**src/rtl/memory_arbiter.sv**
```systemverilog
// Shares one external memory port between instruction fetch and data access.
// One pending slot per requester; data has priority, with a one-shot anti-starvation turn for fetch.
module memory_arbiter (
  input  logic        clock,
  input  logic        reset,
  input  logic        imem_valid,
  input  logic [31:0] imem_addr,
  input  logic        imem_flush,
  output logic        imem_ready,
  output logic        imem_error,
  output logic [31:0] imem_rdata,
  input  logic        dmem_valid,
  input  logic [31:0] dmem_addr,
  input  logic [31:0] dmem_wdata,
  input  logic [3:0]  dmem_wstrb,
  output logic        dmem_ready,
  output logic        dmem_error,
  output logic [31:0] dmem_rdata,
  output logic        mem_valid,
  output logic        mem_instr,
  output logic [31:0] mem_addr,
  output logic [31:0] mem_wdata,
  output logic [3:0]  mem_wstrb,
  input  logic        mem_ready,
  input  logic        mem_error,
  input  logic [31:0] mem_rdata,
  output logic [1:0]  dbg_state_o
);

  typedef enum logic [1:0] {
    IDLE    = 2'd0,
    BUSY_I  = 2'd1,
    BUSY_D  = 2'd2,
    FLUSHED = 2'd3
  } state_e;

  state_e      state_q, state_d;
  logic        i_pend_q, i_pend_d;
  logic [31:0] i_addr_q, i_addr_d;
  logic        d_pend_q, d_pend_d;
  logic [31:0] d_addr_q, d_addr_d;
  logic [31:0] d_wdata_q, d_wdata_d;
  logic [3:0]  d_wstrb_q, d_wstrb_d;
  logic        lost_i_q, lost_i_d;
  logic [31:0] mem_addr_q, mem_addr_d;
  logic [31:0] mem_wdata_q, mem_wdata_d;
  logic [3:0]  mem_wstrb_q, mem_wstrb_d;
  logic        mem_instr_q, mem_instr_d;

  logic idle, grant_i, grant_d, i_inflight, d_inflight, i_accept, d_accept;

  assign idle    = (state_q == IDLE);
  assign grant_i = idle && i_pend_q && (!d_pend_q || lost_i_q);
  assign grant_d = idle && d_pend_q && !grant_i;

  // A slot frees on the edge that delivers its response, so a pulse in that cycle is accepted.
  assign i_inflight = ((state_q == BUSY_I) || (state_q == FLUSHED)) && !mem_ready;
  assign d_inflight = (state_q == BUSY_D) && !mem_ready;
  assign i_accept   = imem_valid && !imem_flush && !i_pend_q && !i_inflight;
  assign d_accept   = dmem_valid && !d_pend_q && !d_inflight;

  always_comb begin
    state_d     = state_q;
    i_pend_d    = i_pend_q;
    i_addr_d    = i_addr_q;
    d_pend_d    = d_pend_q;
    d_addr_d    = d_addr_q;
    d_wdata_d   = d_wdata_q;
    d_wstrb_d   = d_wstrb_q;
    lost_i_d    = lost_i_q;
    mem_addr_d  = mem_addr_q;
    mem_wdata_d = mem_wdata_q;
    mem_wstrb_d = mem_wstrb_q;
    mem_instr_d = mem_instr_q;

    case (state_q)
      IDLE: begin
        if (grant_i) begin
          state_d     = imem_flush ? FLUSHED : BUSY_I;
          i_pend_d    = 1'b0;
          lost_i_d    = 1'b0;
          mem_addr_d  = i_addr_q;
          mem_wdata_d = '0;
          mem_wstrb_d = '0;
          mem_instr_d = 1'b1;
        end else if (grant_d) begin
          state_d     = BUSY_D;
          d_pend_d    = 1'b0;
          if (i_pend_q) lost_i_d = 1'b1;
          mem_addr_d  = d_addr_q;
          mem_wdata_d = d_wdata_q;
          mem_wstrb_d = d_wstrb_q;
          mem_instr_d = 1'b0;
        end
      end
      BUSY_I: begin
        if (mem_ready) state_d = IDLE;
        else if (imem_flush) state_d = FLUSHED;
      end
      BUSY_D, FLUSHED: begin
        if (mem_ready) state_d = IDLE;
      end
      default: state_d = IDLE;
    endcase

    if (imem_flush) begin
      i_pend_d = 1'b0;
    end else if (i_accept) begin
      i_pend_d = 1'b1;
      i_addr_d = imem_addr;
    end

    if (d_accept) begin
      d_pend_d  = 1'b1;
      d_addr_d  = dmem_addr;
      d_wdata_d = dmem_wdata;
      d_wstrb_d = dmem_wstrb;
    end
  end

  always_ff @(posedge clock) begin
    if (!reset) begin
      state_q     <= IDLE;
      i_pend_q    <= 1'b0;
      i_addr_q    <= '0;
      d_pend_q    <= 1'b0;
      d_addr_q    <= '0;
      d_wdata_q   <= '0;
      d_wstrb_q   <= '0;
      lost_i_q    <= 1'b0;
      mem_addr_q  <= '0;
      mem_wdata_q <= '0;
      mem_wstrb_q <= '0;
      mem_instr_q <= 1'b0;
    end else begin
      state_q     <= state_d;
      i_pend_q    <= i_pend_d;
      i_addr_q    <= i_addr_d;
      d_pend_q    <= d_pend_d;
      d_addr_q    <= d_addr_d;
      d_wdata_q   <= d_wdata_d;
      d_wstrb_q   <= d_wstrb_d;
      lost_i_q    <= lost_i_d;
      mem_addr_q  <= mem_addr_d;
      mem_wdata_q <= mem_wdata_d;
      mem_wstrb_q <= mem_wstrb_d;
      mem_instr_q <= mem_instr_d;
    end
  end

  // Request fields show the granted slot during the issue cycle and are held while busy.
  assign mem_valid = grant_i || grant_d;
  assign mem_addr  = mem_addr_d;
  assign mem_wdata = mem_wdata_d;
  assign mem_wstrb = mem_wstrb_d;
  assign mem_instr = mem_instr_d;

  assign imem_ready = (state_q == BUSY_I) && mem_ready;
  assign imem_error = imem_ready && mem_error;
  assign imem_rdata = imem_ready ? mem_rdata : '0;
  assign dmem_ready = (state_q == BUSY_D) && mem_ready;
  assign dmem_error = dmem_ready && mem_error;
  assign dmem_rdata = dmem_ready ? mem_rdata : '0;

  assign dbg_state_o = state_q;

endmodule
```
**config.mk**
```make
export PLATFORM = sky130hd
export DESIGN_NAME = memory_arbiter
export DESIGN_NICKNAME = d
export VERILOG_FILES = /design/src/rtl/memory_arbiter.sv
export SDC_FILE = /design/constraint.sdc
export NUM_CORES = 1
export LEC_CHECK = 0
export CORE_ASPECT_RATIO = 1.4
export CORE_MARGIN = 4
export CORE_UTILIZATION = 45
export DETAILED_ROUTE_END_ITERATION = 16
export PLACE_DENSITY = 0.85
export SLEW_MARGIN = 20
export SYNTH_ARGS = -nofsm -noshare
export SYNTH_HDL_FRONTEND = slang
export SYNTH_SLANG_ARGS = --single-unit
```
**constraint.sdc**
```tcl
create_clock -name clock -period 1.84 [get_ports clock]
set_clock_uncertainty 0.1 [all_clocks]
set_input_delay 0.368 -clock clock [delete_from_list [all_inputs] [get_ports clock]]
set_output_delay 0.368 -clock clock [all_outputs]
set_load 0.005 [all_outputs]
```
==> summary.txt, run 1 <==
Pin count of the biggest net entering global routing -> 43
Async SR Flop Fraction -> 0%
CTS Buffer Depth -> 2
CTS Buf Count -> 17
Sequential area share after synthesis -> 44.9%
Yosys top cell by area -> dfxtp_1
I/O pin total -> 279
# rows -> 56
Top_reg_cell synth -> dfxtp_1
Clock Sink Count -> 174
Initial antenna violation count -> 4
Synth top area cells -> dfxtp_1 45%, nand3_1 13%, a21oi_1 9.1%
Dpl hpwl -> 19.9 mm
Syn Nets -> 1136
Netlist cell types -> 34
Grt ovf -> 71
Outcome -> stopped before the end
Mapped cell area -> 7760 um^2
GP Congestion -> 0.905
EDFF count, synth -> 0
Root Driver -> clkbuf_16
Post-synth top area share -> 44.9%
Flops & latches, synth -> 174
H-tree levels -> 4
Starting Density -> 46.0%
Kind of the worst endpoint -> primary output
Syn Inst Count -> 997
Top cells by count, synth -> 200 x nand3_1, 174 x dfxtp_1, 141 x a21oi_1, 134 x o21ai_0, 79 x clkbuf_1
Stop stage -> global routing
# port buffers -> 278
Syn. warnings -> 0
Die X -> 119 um
All-Layer GR Usage -> 72.2%
Die Y -> 163 um
Err -> [ERROR GRT-0232] Routing congestion too high. Check the congestion heatmap in the GUI.
Synth Area per Inst -> 7.79 um^2
Critical endpoint after global-route timing repair -> mem_wdata[8]
Most frequent cell after synthesis -> nand3_1
[cell families after synthesis]
group | count (synthesis) | share of synthesized area, %
simple gates | 359 | 24.6
compound gates | 346 | 24.1
flops | 174 | 44.9
buf+inv | 117 | 6.33
mux | 1 | 0.145
[per-stage QoR]
| stage | instance area [um^2] | std cells | hold WS (ns) | utilization (%) | worst slack, ns |
|---|---|---|---|---|---|
| 2_1_floorplan | 7760 | 997 | 0.347 | - | 0.0574 |
| 3_3_place_gp | 11500 | 1493 | 0.358 | 68.2 | -0.521 |
| 3_5_place_dp | 11500 | 1493 | 0.364 | 68.2 | -0.549 |
| 4_1_cts | 14400 | 1639 | 0.363 | 85.5 | -0.533 |
[metal layers]
layer  overflow  track usage (%)
met3          2             52.1
met5          0             7.55
met2         35             93.3
met4         34             73.8
met1          0             71.8
[repair_timing]
action                                 CTS
setup endpoints to repair              209
pin swaps                              120
gates cloned                            26
gates resized for setup                944
endpoints found under the hold margin    0
hold buffers                             0
setup buffers                           88
==> inputs of run 2 (changes only) <==
CORE_ASPECT_RATIO = unset   (was 1.4)
CORE_UTILIZATION = 35   (was 45)
PLACE_DENSITY = unset   (was 0.85)
PLACE_DENSITY_LB_ADDON = 0.15   (was unset)
==> run 2 against run 1 <==
  * The flow now finishes, with violations (setup timing)
  * Area after synthesis is the same
  * Synthesized cell count is the same
==> summary.txt, run 2 <==
Clock Sink Count -> 174 (unchanged)
Drt pass-1 iters -> 5
Power per Cell Area -> 750 nW/um^2
Area Overhead vs Synth -> 89.5%
Fin nets -> 1541
H-tree levels -> 4 (unchanged)
Leakage power -> 6.25 nW
Multi-input logic area -> 5010 um^2
Clock slew at reported path FFs -> 0.07 ns
Grt ovf -> 0
End-of-flow core utilization -> 67.4%
Outcome -> finished, violations left (was stopped before the end)
All-Layer GR Usage -> 25.1%
Vias in the first global route -> 8782
# port buffers -> 278 (unchanged)
Mapped cell area -> 7760 um^2 (unchanged)
# rows -> 54 (was 56)
Max Cap Viol -> 0
Fill cells -> 1721
Die area -> 24600 um^2
DRT Wirelength -> 36.0 mm
Hold_ws -> 0.366 ns
Netlist cell types -> 34 (unchanged)
Synth top area cells -> dfxtp_1 45%, nand3_1 13%, a21oi_1 9.1% (unchanged)
EDFF count, synth -> 0 (unchanged)
CTS Buf Count -> 17 (unchanged)
Routed len/inst -> 21.2 um
Die X -> 157 um (was 119 um)
Share of post-route cells with drive strength above 1 -> 40.7%
Kind of critical path -> reg -> out
Post-DRT Antenna Nets -> 0
Async SR Flop Fraction -> 0% (unchanged)
Most common cell after layout, fill and taps aside -> dfxtp_1
Hold WC Path Type -> reg -> reg
Initial antenna violation count -> 2
Setup TNS -> -52.82 ns
CP endpoint kind -> output pin
Post-synth top area share -> 44.9% (unchanged)
Final hold vios -> 0
Syn Nets -> 1136 (unchanged)
Most frequent cell after synthesis -> nand3_1 (unchanged)
Clk_lat worst skew -> 0.43 ns
Worst slew pin tran -> 0.589 ns
Residual DRC -> 0
Root Driver -> clkbuf_16 (unchanged)
Pin count of the biggest net entering global routing -> 43
Tmin final -> 2.34 ns
FF/Latch Area -> 3500 um^2
Setup-failing EPs final -> 138
Syn Inst Count -> 997 (unchanged)
Slew Viols, Final -> 0
Yosys top cell by area -> dfxtp_1 (unchanged)
Fmax achieved -> 428 MHz
CTS Buffer Depth -> 2 (unchanged)
Worst vdd ir -> 0.000579 V
Slew headroom -> 60.7%
I/O pin total -> 279 (unchanged)
Flops & latches, synth -> 174 (unchanged)
Via count -> 9561
Top_reg_cell synth -> dfxtp_1 (unchanged)
Die Y -> 157 um (was 163 um)
Period utilization -> 127%
RSZ-0062 raised after global routing -> yes
Final WS setup -> -0.496 ns
CP Launch Type -> register
Synth Area per Inst -> 7.79 um^2 (unchanged)
Core area -> 21800 um^2
Violations in the final reports -> setup timing
Via-to-Cell Ratio -> 5.64
Top cells by count, synth -> 200 x nand3_1, 174 x dfxtp_1, 141 x a21oi_1, 134 x o21ai_0, 79 x clkbuf_1 (unchanged)
Syn. warnings -> 0 (unchanged)
Sequential area share after synthesis -> 44.9% (unchanged)
CP max FO -> 6
CP required -> 1.37 ns
Most frequent cells in the layout -> 169 x dfxtp_1, 140 x a21oi_1, 138 x clkdlybuf4s50_1, 114 x nand3_1, 103 x buf_4
Starting Density -> 35.6% (was 46.0%)
Design Power -> 0.0110 W
DR iter-0 viols -> 629
WP data arrival -> 1.87 ns
CTS tree -> built
First-pass GRT wire length -> 49.4 mm
GP Congestion -> 0.771 (was 0.905)
Dpl hpwl -> 19.3 mm (was 19.9 mm)
## run 2: cell counts after synthesis
Identical to the previous run, type by type.
## run 2: what timing repair did
| action | in CTS | in global routing |
|---|---|---|
| hold buffers | 0 | 0 |
| setup buffers | 41 | 51 |
| setup endpoints to repair | 140 | 172 |
| pin swaps | 30 | 50 |
| cloned | 13 | 18 |
| gates resized for setup | 451 | 413 |
## run 2: cell type report
cell class / count / area share, %
flip-flops and latches: 174 / 23.8
clock buffers: 18 / 2.99
multi-input cells: 707 / 34.1
well taps: 280 / 2.38
clock inverters: 13 / 1.23
inverters: 3 / 0.111
repair buffers: 499 / 35.4
diodes: 1 / 0.0170
## run 2: logic make-up (layout without fill, tap and decap cells)
kind of cell	after synthesis	count (layout)	share of synthesized area, %
flip-flops	174	174	44.9
AO/OA/AOI/OAI	346	346	24.1
buffers and inverters	117	533	6.33
other	0	1	0
multiplexers	1	1	0.145
AND/OR/NAND/NOR	359	360	24.6
## run 2: where the power goes
group / leakage [nW] / internal [W] / switching (W)
combinational: 4.52 / 0.00157 / 0.00154
clock: 0.306 / 0.00221 / 0.00164
sequential: 1.42 / 0.00396 / 0.000123
## run 2: per-stage QoR
stage	cells	setup WS [ns]	area, um^2
after global routing	1695	-0.567	14700
final	1695	-0.496	14700
after CTS	1629	-0.652	13400
after detailed placement	1544	-0.539	11600
after floorplan	997	0.0574	7760
after global placement	1544	-0.511	11600
## run 2: worst paths after layout
path / to / from / cells after the start / slack, ns
setup / recovery: dmem_rdata[30] / dbg_state_o[0] / 7 / -0.50
hold / removal: mem_wstrb_q[0] / mem_wstrb_q[0] / 2 / 0.37
setup reg to reg: mem_wdata_q[29] / i_pend_q / 11 / 0.04
hold reg to reg: mem_wstrb_q[0] / mem_wstrb_q[0] / 2 / 0.37
## run 2: layer usage
metal  GRT usage (%)  part of all wire, %  vias to the layer above
li1                -                    -                     4441
met1            33.2                   41                     4593
met2            41.0                   48                      455
met3            6.13                  8.1                       70
met4            7.52                  2.6                        2
met5               0                0.036                        -
## run 2: critical path: stages (launching register included)
cell and delay [ns]:
dfxtp_4 0.38, buf_6 0.13, and3b_2 0.26, buf_4 0.15, buf_12 0.12, buf_4 0.13, and2_1 0.14, dlymetal6s2s_1 0.14
No activity file was read; power rests on OpenSTA's default activity.
==> inputs of run 3 (changes only) <==
CAP_MARGIN = 20   (was unset)
==> results of run 3 <==
Final layout, timing and power as in run 2 (identical DEF).
